`src/rtl/key_led_ctrl.sv`:
```
// rtl/key_led_ctrl.sv - key gesture classifier and LED mode sequencer
//
// Sorts debounced key strobes into short press, long press and double
// click, then steps a four-mode LED pattern engine (OFF/ON/BLINK/RUN).
//
// Ports:
//   sys_clk    - clock, rising edge
//   sys_rst    - synchronous active-high reset
//   key_flag   - one-cycle strobe, key_value valid with it
//   key_value  - debounced level, 0 = pressed, 1 = released
//   evt_short  - one-cycle pulse, short press
//   evt_long   - one-cycle pulse, long press
//   evt_double - one-cycle pulse, double click
//   mode       - 0 OFF, 1 ON, 2 BLINK, 3 RUN
//   led        - LED drive, active-high

module key_led_ctrl #(
   parameter int LED_W     = 4,
   parameter int LONG_CYC  = 50_000_000,
   parameter int DBL_CYC   = 15_000_000,
   parameter int BLINK_CYC = 12_500_000
) (
   input  logic             sys_clk,
   input  logic             sys_rst,
   input  logic             key_flag,
   input  logic             key_value,
   output logic             evt_short,
   output logic             evt_long,
   output logic             evt_double,
   output logic [1:0]       mode,
   output logic [LED_W-1:0] led
);

   localparam int HW = (LONG_CYC  > 1) ? $clog2(LONG_CYC)  : 1;
   localparam int GW = (DBL_CYC   > 1) ? $clog2(DBL_CYC)   : 1;
   localparam int SW = (BLINK_CYC > 1) ? $clog2(BLINK_CYC) : 1;

   localparam logic [HW-1:0] HOLD_MAX = HW'(LONG_CYC - 1);
   localparam logic [GW-1:0] GAP_MAX  = GW'(DBL_CYC - 1);
   localparam logic [SW-1:0] STEP_MAX = SW'(BLINK_CYC - 1);

   localparam logic [1:0] MODE_OFF   = 2'd0;
   localparam logic [1:0] MODE_ON    = 2'd1;
   localparam logic [1:0] MODE_BLINK = 2'd2;
   localparam logic [1:0] MODE_RUN   = 2'd3;

   typedef enum logic [1:0] {IDLE, PRESS1, WAIT2, WAIT_REL} state_t;

   state_t           state_q;
   logic             key_lvl_q;
   logic [HW-1:0]    hold_cnt_q;
   logic [GW-1:0]    gap_cnt_q;
   logic [SW-1:0]    step_cnt_q;
   logic             evt_short_q, evt_long_q, evt_double_q;
   logic [1:0]       mode_q, mode_d;
   logic [LED_W-1:0] led_q, led_load;
   logic             press, release_evt, mode_chg;

   // Only level changes count; a strobe repeating the tracked level is noise.
   always_comb begin
      press       = key_flag && !key_value &&  key_lvl_q;
      release_evt = key_flag &&  key_value && !key_lvl_q;
      mode_chg    = evt_short_q || evt_long_q || evt_double_q;

      mode_d = mode_q;
      if (evt_short_q)       mode_d = mode_q + 2'd1;
      else if (evt_double_q) mode_d = mode_q - 2'd1;
      else if (evt_long_q)   mode_d = MODE_OFF;

      led_load = '0;
      case (mode_d)
         MODE_ON, MODE_BLINK: led_load = '1;
         MODE_RUN:            led_load = LED_W'(1);
         default:             led_load = '0;
      endcase
   end

   always_ff @(posedge sys_clk) begin
      if (sys_rst) begin
         state_q      <= IDLE;
         key_lvl_q    <= 1'b1;
         hold_cnt_q   <= '0;
         gap_cnt_q    <= '0;
         step_cnt_q   <= '0;
         evt_short_q  <= 1'b0;
         evt_long_q   <= 1'b0;
         evt_double_q <= 1'b0;
         mode_q       <= MODE_OFF;
         led_q        <= '0;
      end else begin
         evt_short_q  <= 1'b0;
         evt_long_q   <= 1'b0;
         evt_double_q <= 1'b0;
         if (key_flag) key_lvl_q <= key_value;

         // Release/press are tested before the timeouts so they win ties.
         case (state_q)
            IDLE: begin
               if (press) begin
                  state_q    <= PRESS1;
                  hold_cnt_q <= '0;
               end
            end
            PRESS1: begin
               if (release_evt) begin
                  state_q   <= WAIT2;
                  gap_cnt_q <= '0;
               end else if (hold_cnt_q == HOLD_MAX) begin
                  evt_long_q <= 1'b1;
                  state_q    <= WAIT_REL;
               end else begin
                  hold_cnt_q <= hold_cnt_q + 1'b1;
               end
            end
            WAIT2: begin
               if (press) begin
                  evt_double_q <= 1'b1;
                  state_q      <= WAIT_REL;
               end else if (gap_cnt_q == GAP_MAX) begin
                  evt_short_q <= 1'b1;
                  state_q     <= IDLE;
               end else begin
                  gap_cnt_q <= gap_cnt_q + 1'b1;
               end
            end
            default: begin
               if (release_evt) state_q <= IDLE;
            end
         endcase

         // Any event reloads, even when the mode value itself is unchanged.
         if (mode_chg) begin
            mode_q     <= mode_d;
            led_q      <= led_load;
            step_cnt_q <= '0;
         end else if (mode_q == MODE_BLINK || mode_q == MODE_RUN) begin
            if (step_cnt_q == STEP_MAX) begin
               step_cnt_q <= '0;
               if (mode_q == MODE_BLINK) led_q <= ~led_q;
               else                      led_q <= {led_q[LED_W-2:0], led_q[LED_W-1]};
            end else begin
               step_cnt_q <= step_cnt_q + 1'b1;
            end
         end
      end
   end

   assign evt_short  = evt_short_q;
   assign evt_long   = evt_long_q;
   assign evt_double = evt_double_q;
   assign mode       = mode_q;
   assign led        = led_q;

endmodule

```
`config.mk`:
```
export PLATFORM = sky130hd
export DESIGN_NAME = key_led_ctrl
export DESIGN_NICKNAME = d
export VERILOG_FILES = /design/src/rtl/key_led_ctrl.sv
export SDC_FILE = /design/constraint.sdc
export NUM_CORES = 1
export LEC_CHECK = 0
export BUFFER_PORTS_ARGS = -buffer_cell sky130_fd_sc_hd__buf_4
export CORE_MARGIN = 3
export CORE_UTILIZATION = 50
export DETAILED_ROUTE_END_ITERATION = 8
export PLACE_DENSITY_LB_ADDON = 0.05
export SKIP_CTS_REPAIR_TIMING = 1
export SYNTH_ARGS = -nofsm -noshare
export SYNTH_HDL_FRONTEND = slang
export SYNTH_SLANG_ARGS = --single-unit
```
`constraint.sdc`:
```
create_clock -name sys_clk -period 2.5 [get_ports sys_clk]
set_clock_uncertainty 0.05 [all_clocks]
set_input_delay 0.125 -clock sys_clk [delete_from_list [all_inputs] [get_ports sys_clk]]
set_output_delay 0.125 -clock sys_clk [all_outputs]
set_load 0.05 [all_outputs]
```
==> results of run 1 <==
[layout make-up]
type	count	share of cell area [%]
inverter	15	1.136
clock inverter	7	1.616
tap	108	2.727
timing repair buffer	27	4.192
multi-input combinational	429	53.08
clock buffer	9	2.500
sequential	86	34.75
[routing by layer]
metal	vias up	global-route usage (%)	part of all wire, %
met5	-	0	0
met4	0	5.521	1.0
met2	57	34.41	48
li1	2075	-	-
met1	1897	26.37	48
met3	8	3.857	3.4
[synth_stat cells, drive strengths merged, types with 7 or more instances]
cell / count
clkbuf: 11
nor3: 34
o21ai: 29
nand3: 32
and4: 10
nand4: 18
a21oi: 21
buf: 12
or3: 17
nand2: 55
or4: 9
inv: 15
xor2: 8
and3: 7
nor4: 14
o22a: 18
dfxtp: 86
nor2: 59
xnor2: 24
[logic make-up (layout without fill, tap and decap cells)]
logic type	Yosys count	after routing	synth area share, %
AND/OR/NAND/NOR	289	289	34.65
flip-flops	86	86	37.99
buffers and inverters	38	58	3.976
multiplexers	1	1	0.2485
XOR/XNOR	32	32	6.184
AO/OA/AOI/OAI	101	101	15.30
adder cells (fa/ha/maj)	6	6	1.656
[worst max path at each step]
stage / end / slack (ns)
finish: gap_cnt_q[12] / 0.32
global route: gap_cnt_q[12] / 0.09
CTS: gap_cnt_q[12] / 0.30
detailed placement: gap_cnt_q[12] / 0.33
global placement: gap_cnt_q[12] / 0.37
floorplan: step_cnt_q[20] / 0.19
[through the flow]
stage / cell area (sq um) / util, % / cells
floorplan: 4532 / - / 553
global placement: 4731 / 53.98 / 663
detailed placement: 4731 / 53.98 / 663
CTS: 4935 / 56.31 / 679
global route: 4955 / 56.54 / 681
finish: 4955 / 56.54 / 681
[flip-flops by register name, summed over array words and instances, names as in the netlist]
register,count
state_q,2
step_cnt_q,24
led,4
evt_double,1
evt_long,1
evt_short,1
hold_cnt_q,26
mode,2
key_lvl_q,1
gap_cnt_q,24
[where the power goes]
part           internal, uW  total [uW]  switching [uW]
logic                  51.0         123            72.1
registers              1390        1420            29.0
clock network           478        1030             551
[critical path, cell delays in order, from the launching register on]
cell,delay [ns]
dfxtp_1,0.40
ha_1,0.24
nand3_1,0.17
nor4_2,0.42
and2_4,0.39
nor2_1,0.11
a221o_1,0.29
==> results.yml, run 1 <==
run_status:
  status: "finished with violations"
  violations: "hold timing"
worst_setup_path:
  crit_required_ns: 2.70
  worstSetupStartpoint: "gap_cnt_q[1]"
  arrival_ns: 2.38
  regToRegEndpoint: "gap_cnt_q[12]"
  ff2ff_setup_slack_ns: 0.32
  critPathCaptureType: "flop"
  rr_startpoint: "gap_cnt_q[1]"
  worstPathMaxFanout: 23
  cp-start-kind: "flop"
  r2r_cells: 6
  timing_worst_setup_path_type: "flop to flop"
sta:
  fmax_mhz: 458.9
  setup_viol: 0
  finalWorstSetupSlack_ns: 0.3210
  finalHoldViolCount: 1
  hold_slack_ns: -0.01515
  worst_slew_pin_slew_ns: 0.4235
  period_minus_slack_ns: 2.179
  final.setup.tns_ns: 0
  max_slew_margin_pct: 71.76
  fin_crit_sh_pct: 87.16
  final_max_slew_viol_count: 0
  rsz0062_at_grt: "false"
finish:
  syn_to_final_growth_pct: 9.332
  regArea_sq_um: 1722
  layout_common_cells: "86 x dfxtp_1, 59 x nor2_1, 54 x nand2_1"
  fillers: 846
  layout-drive-gt1-share_pct: 10.99
  final_nets: 578
  antennaDiodeCount: 0
  layout.cells.most_common: "dfxtp_1"
  multi_input_area_sq_um: 2630
clock_network:
  clock_tree.htree_level_count: 3
  cts_max_path_buffers: 2
  clockRootBuffer: "clkbuf_8"
  cts_made_buffers: 9
  cts_tree: "done"
  clkTransAtPathRegs_ns: 0.09
  insertion_delay_ns: 0.36
  clkSinkCount: 86
floorplanning:
  num_io_pins: 13
  initial_core_util_pct: 51.71
  die-area_sq_um: 10240
  die_x_microns: 101.2
  floorplan.rows: 34
  die_height_microns: 101.2
  design.core.area_sq_um: 8763
yosys:
  ys_top_cells_by_area: "dfxtp_1 38%, nor2_1 4.9%, xnor2_1 4.6%"
  synth-seq-cells: 86
  synth_cells: 553
  synth_area_leader_cell: "dfxtp_1"
  synthDistinctLibCells: 70
  ys_seq_area_share_pct: 37.99
  synth.avg_cell_area_sq_um: 8.195
  synth_edf_count: 0
  async_reset_ff_share_pct: 0
  ys_warn_count: 0
  ys.flop_type: "dfxtp_1"
  yosys.area.top_type_share_pct: 37.99
  syn_area_sq_um: 4532
  syn_nets: 563
global_routing:
  first_global_vias: 3701
  grt_max_degree: 27
  grt_remaining_overflow: 0
  grt_first_pass_wirelength_mm: 17.13
  antenna_found_initial: 0
  track_usage_pct: 20.26
pwr:
  leakagePower_uw: 0.001519
  peakVddDrop_mv: 0.2896
  power_uw: 2573
  powerDensity_nw_per_um2: 519.3
placed_design:
  place_ws_ns: 0.3306
  routabilityCongestion: 0.8716
  io_buffers: 12
  dp_hpwl_mm: 6.989
detailed_routing:
  via_per_inst: 5.928
  vias: 4037
  drtIter0Drc: 210
  first_pass_iters: 4
  wirelength_mm: 9.950
  final_antenna_net_count: 0
  drcViolationCount: 0
  wire_per_inst_microns: 14.61
min_path:
  hold_class: "input port to flop"
  whs_endpoint: "key_lvl_q"
  hold_path_depth: 3
  hp-start: "key_flag"
job:
  cap_violations: 0
Note: power is estimated with default switching activity, not from simulation.
==> run 2, diff against run 1 <==
--- a/config.mk
+++ b/config.mk
@@ -10,6 +10,7 @@
 export CORE_UTILIZATION = 50
 export DETAILED_ROUTE_END_ITERATION = 8
 export PLACE_DENSITY_LB_ADDON = 0.05
+export REMOVE_ABC_BUFFERS = 1
 export SKIP_CTS_REPAIR_TIMING = 1
 export SYNTH_ARGS = -nofsm -noshare
 export SYNTH_HDL_FRONTEND = slang
==> results.yml, run 2 (synthesis results as in run 1) <==
run_status:
  status: "finished clean"
sta:
  finalWorstSetupSlack_ns: 0.2770
  worst_slew_pin_slew_ns: 0.6437
  fmax_mhz: 449.8
  period_minus_slack_ns: 2.223
  finalHoldViolCount: 0
  max_slew_margin_pct: 57.06
  setup_viol: 0
  fin_crit_sh_pct: 88.92
  final_max_slew_viol_count: 0
  rsz0062_at_grt: "false"
floorplanning:
  die_x_microns: 101.2
  floorplan.rows: 34
  design.core.area_sq_um: 8763
  initial_core_util_pct: 51.71
  die_height_microns: 101.2
  num_io_pins: 13
  die-area_sq_um: 10240
clock_network:
  clock_tree.htree_level_count: 3
  cts_made_buffers: 9
  insertion_delay_ns: 0.36
  cts_max_path_buffers: 2
  cts_tree: "done"
  clkTransAtPathRegs_ns: 0.08
  clockRootBuffer: "clkbuf_8"
  clkSinkCount: 86
global_routing:
  antenna_found_initial: 0
  track_usage_pct: 19.87
  grt_first_pass_wirelength_mm: 16.86
  first_global_vias: 3536
  grt_remaining_overflow: 0
  grt_max_degree: 25
pwr:
  p_seq_share_pct: 56.2
  powerDensity_nw_per_um2: 511.8
  p_switching_uw: 592.3
  peakVddDrop_mv: 0.2437
  switching_share_pct: 23.45
  p_comb_share_pct: 4.9
  clkPwrFrac_pct: 38.9
  power_uw: 2526
  intPower_uw: 1934
  leakagePower_uw: 0.001510
finish:
  regMostFlops: "hold_cnt_q"
  final_nets: 577
  antennaDiodeCount: 0
  largest_reg_flops: 26
  layout-drive-gt1-share_pct: 10.31
  layout_common_cells: "86 x dfxtp_1, 59 x nor2_1, 54 x nand2_1"
  largestRegisters: "hold_cnt_q: 26 flops, gap_cnt_q: 24 flops, step_cnt_q: 24 flops"
  syn_to_final_growth_pct: 8.918
  layout.cells.most_common: "dfxtp_1"
detailed_routing:
  first_pass_iters: 6
  vias: 4077
  via_per_inst: 5.996
  drtIter0Drc: 197
  drcViolationCount: 0
  final_antenna_net_count: 0
  wirelength_mm: 9.965
  wire_per_inst_microns: 14.65
worst_setup_path:
  crit_required_ns: 2.67
  cp_cell_sequence: "inv_1, ha_1, nor2_1, a311oi_1, ha_1, o21ai_0, a21oi_1, o21ai_0, a211oi_1"
  slowest_stage: "dfxtp_1"
  timing_worst_setup_path_type: "flop to flop"
  critPathCaptureType: "flop"
  critPathBufInv: 1
  arrival_ns: 2.40
  cp-start-kind: "flop"
  crit_family: "compound AO/OA/AOI/OAI gates"
  worstPathMaxFanout: 4
  crit_cells: 9
  cpPeakStageDelay_ns: 0.39
  r2r_cells: 9
job:
  cap_violations: 0
min_path:
  hold_path_depth: 3
  hold_class: "input port to flop"
placed_design:
  io_buffers: 12
  routabilityCongestion: 0.8147
  place_ws_ns: 0.2877
  dp_hpwl_mm: 6.762
==> run 2: cell types whose count changed in the layout (fill, tap and decap cells not counted) <==
| cell | before | now |
|---|---|---|
| buf_4 | 25 | 24 |
| clkinv_4 | 0 | 1 |
| inv_6 | 3 | 0 |
| clkinvlp_4 | 1 | 0 |
| inv_8 | 1 | 0 |
| clkbuf_8 | 9 | 10 |
| clkbuf_1 | 0 | 3 |
==> run 2: path summary, 6_finish.rpt <==
check	to	from	slack (ns)
setup / recovery	led[3]	mode[0]	0.28
hold / removal	key_lvl_q	key_flag	0.009
setup reg to reg	led[3]	mode[0]	0.28
hold reg to reg	hold_cnt_q[1]	hold_cnt_q[1]	0.45
==> run 2: area by class of cell <==
| class | instances | area [sq um] |
|---|---|---|
| clock inverters | 3 | 43.79 |
| inverters | 15 | 56.30 |
| flip-flops and latches | 86 | 1722 |
| well taps | 108 | 135.1 |
| fillers | 837 | 3827 |
| multi-input cells | 429 | 2630 |
| repair buffers | 26 | 200.2 |
| clock buffers | 13 | 148.9 |
==> run 2: layer usage <==
| metal | track usage (%) | vias up | part of all wire, % |
|---|---|---|---|
| met3 | 3.512 | 7 | 3.8 |
| met5 | 0 | - | 0 |
| met4 | 5.828 | 0 | 1.0 |
| met2 | 29.98 | 74 | 44 |
| li1 | - | 2067 | - |
| met1 | 29.07 | 1929 | 51 |
==> run 2: power by group through the flow <==
stage	combinational, uW	sequential (uW)	clock, uW
floorplan	77.6	1450	0
global placement	119	1450	0
detailed placement	122	1450	0
CTS	122	1420	1010
global route	138	1420	1060
finish	123	1420	982
==> run 2: stage by stage <==
stage / std cells / hold slack (ns) / instance area [sq um] / TNS, ns / util, %
after detailed placement: 662 / 0.3548 / 4723 / 0 / 53.90
after CTS: 678 / -0.02980 / 4916 / 0 / 56.10
final: 680 / 0.009437 / 4936 / 0 / 56.33
after global placement: 662 / 0.3440 / 4723 / 0 / 53.90
after global routing: 680 / 0.006752 / 4936 / 0 / 56.33
after floorplan: 530 / 0.1441 / 4408 / -4.037 / -
==> run 2: worst min-delay path, stage by stage <==
cell and delay [ns]:
buf_4 0.11, nand2_1 0.07, nand3_1 0.07
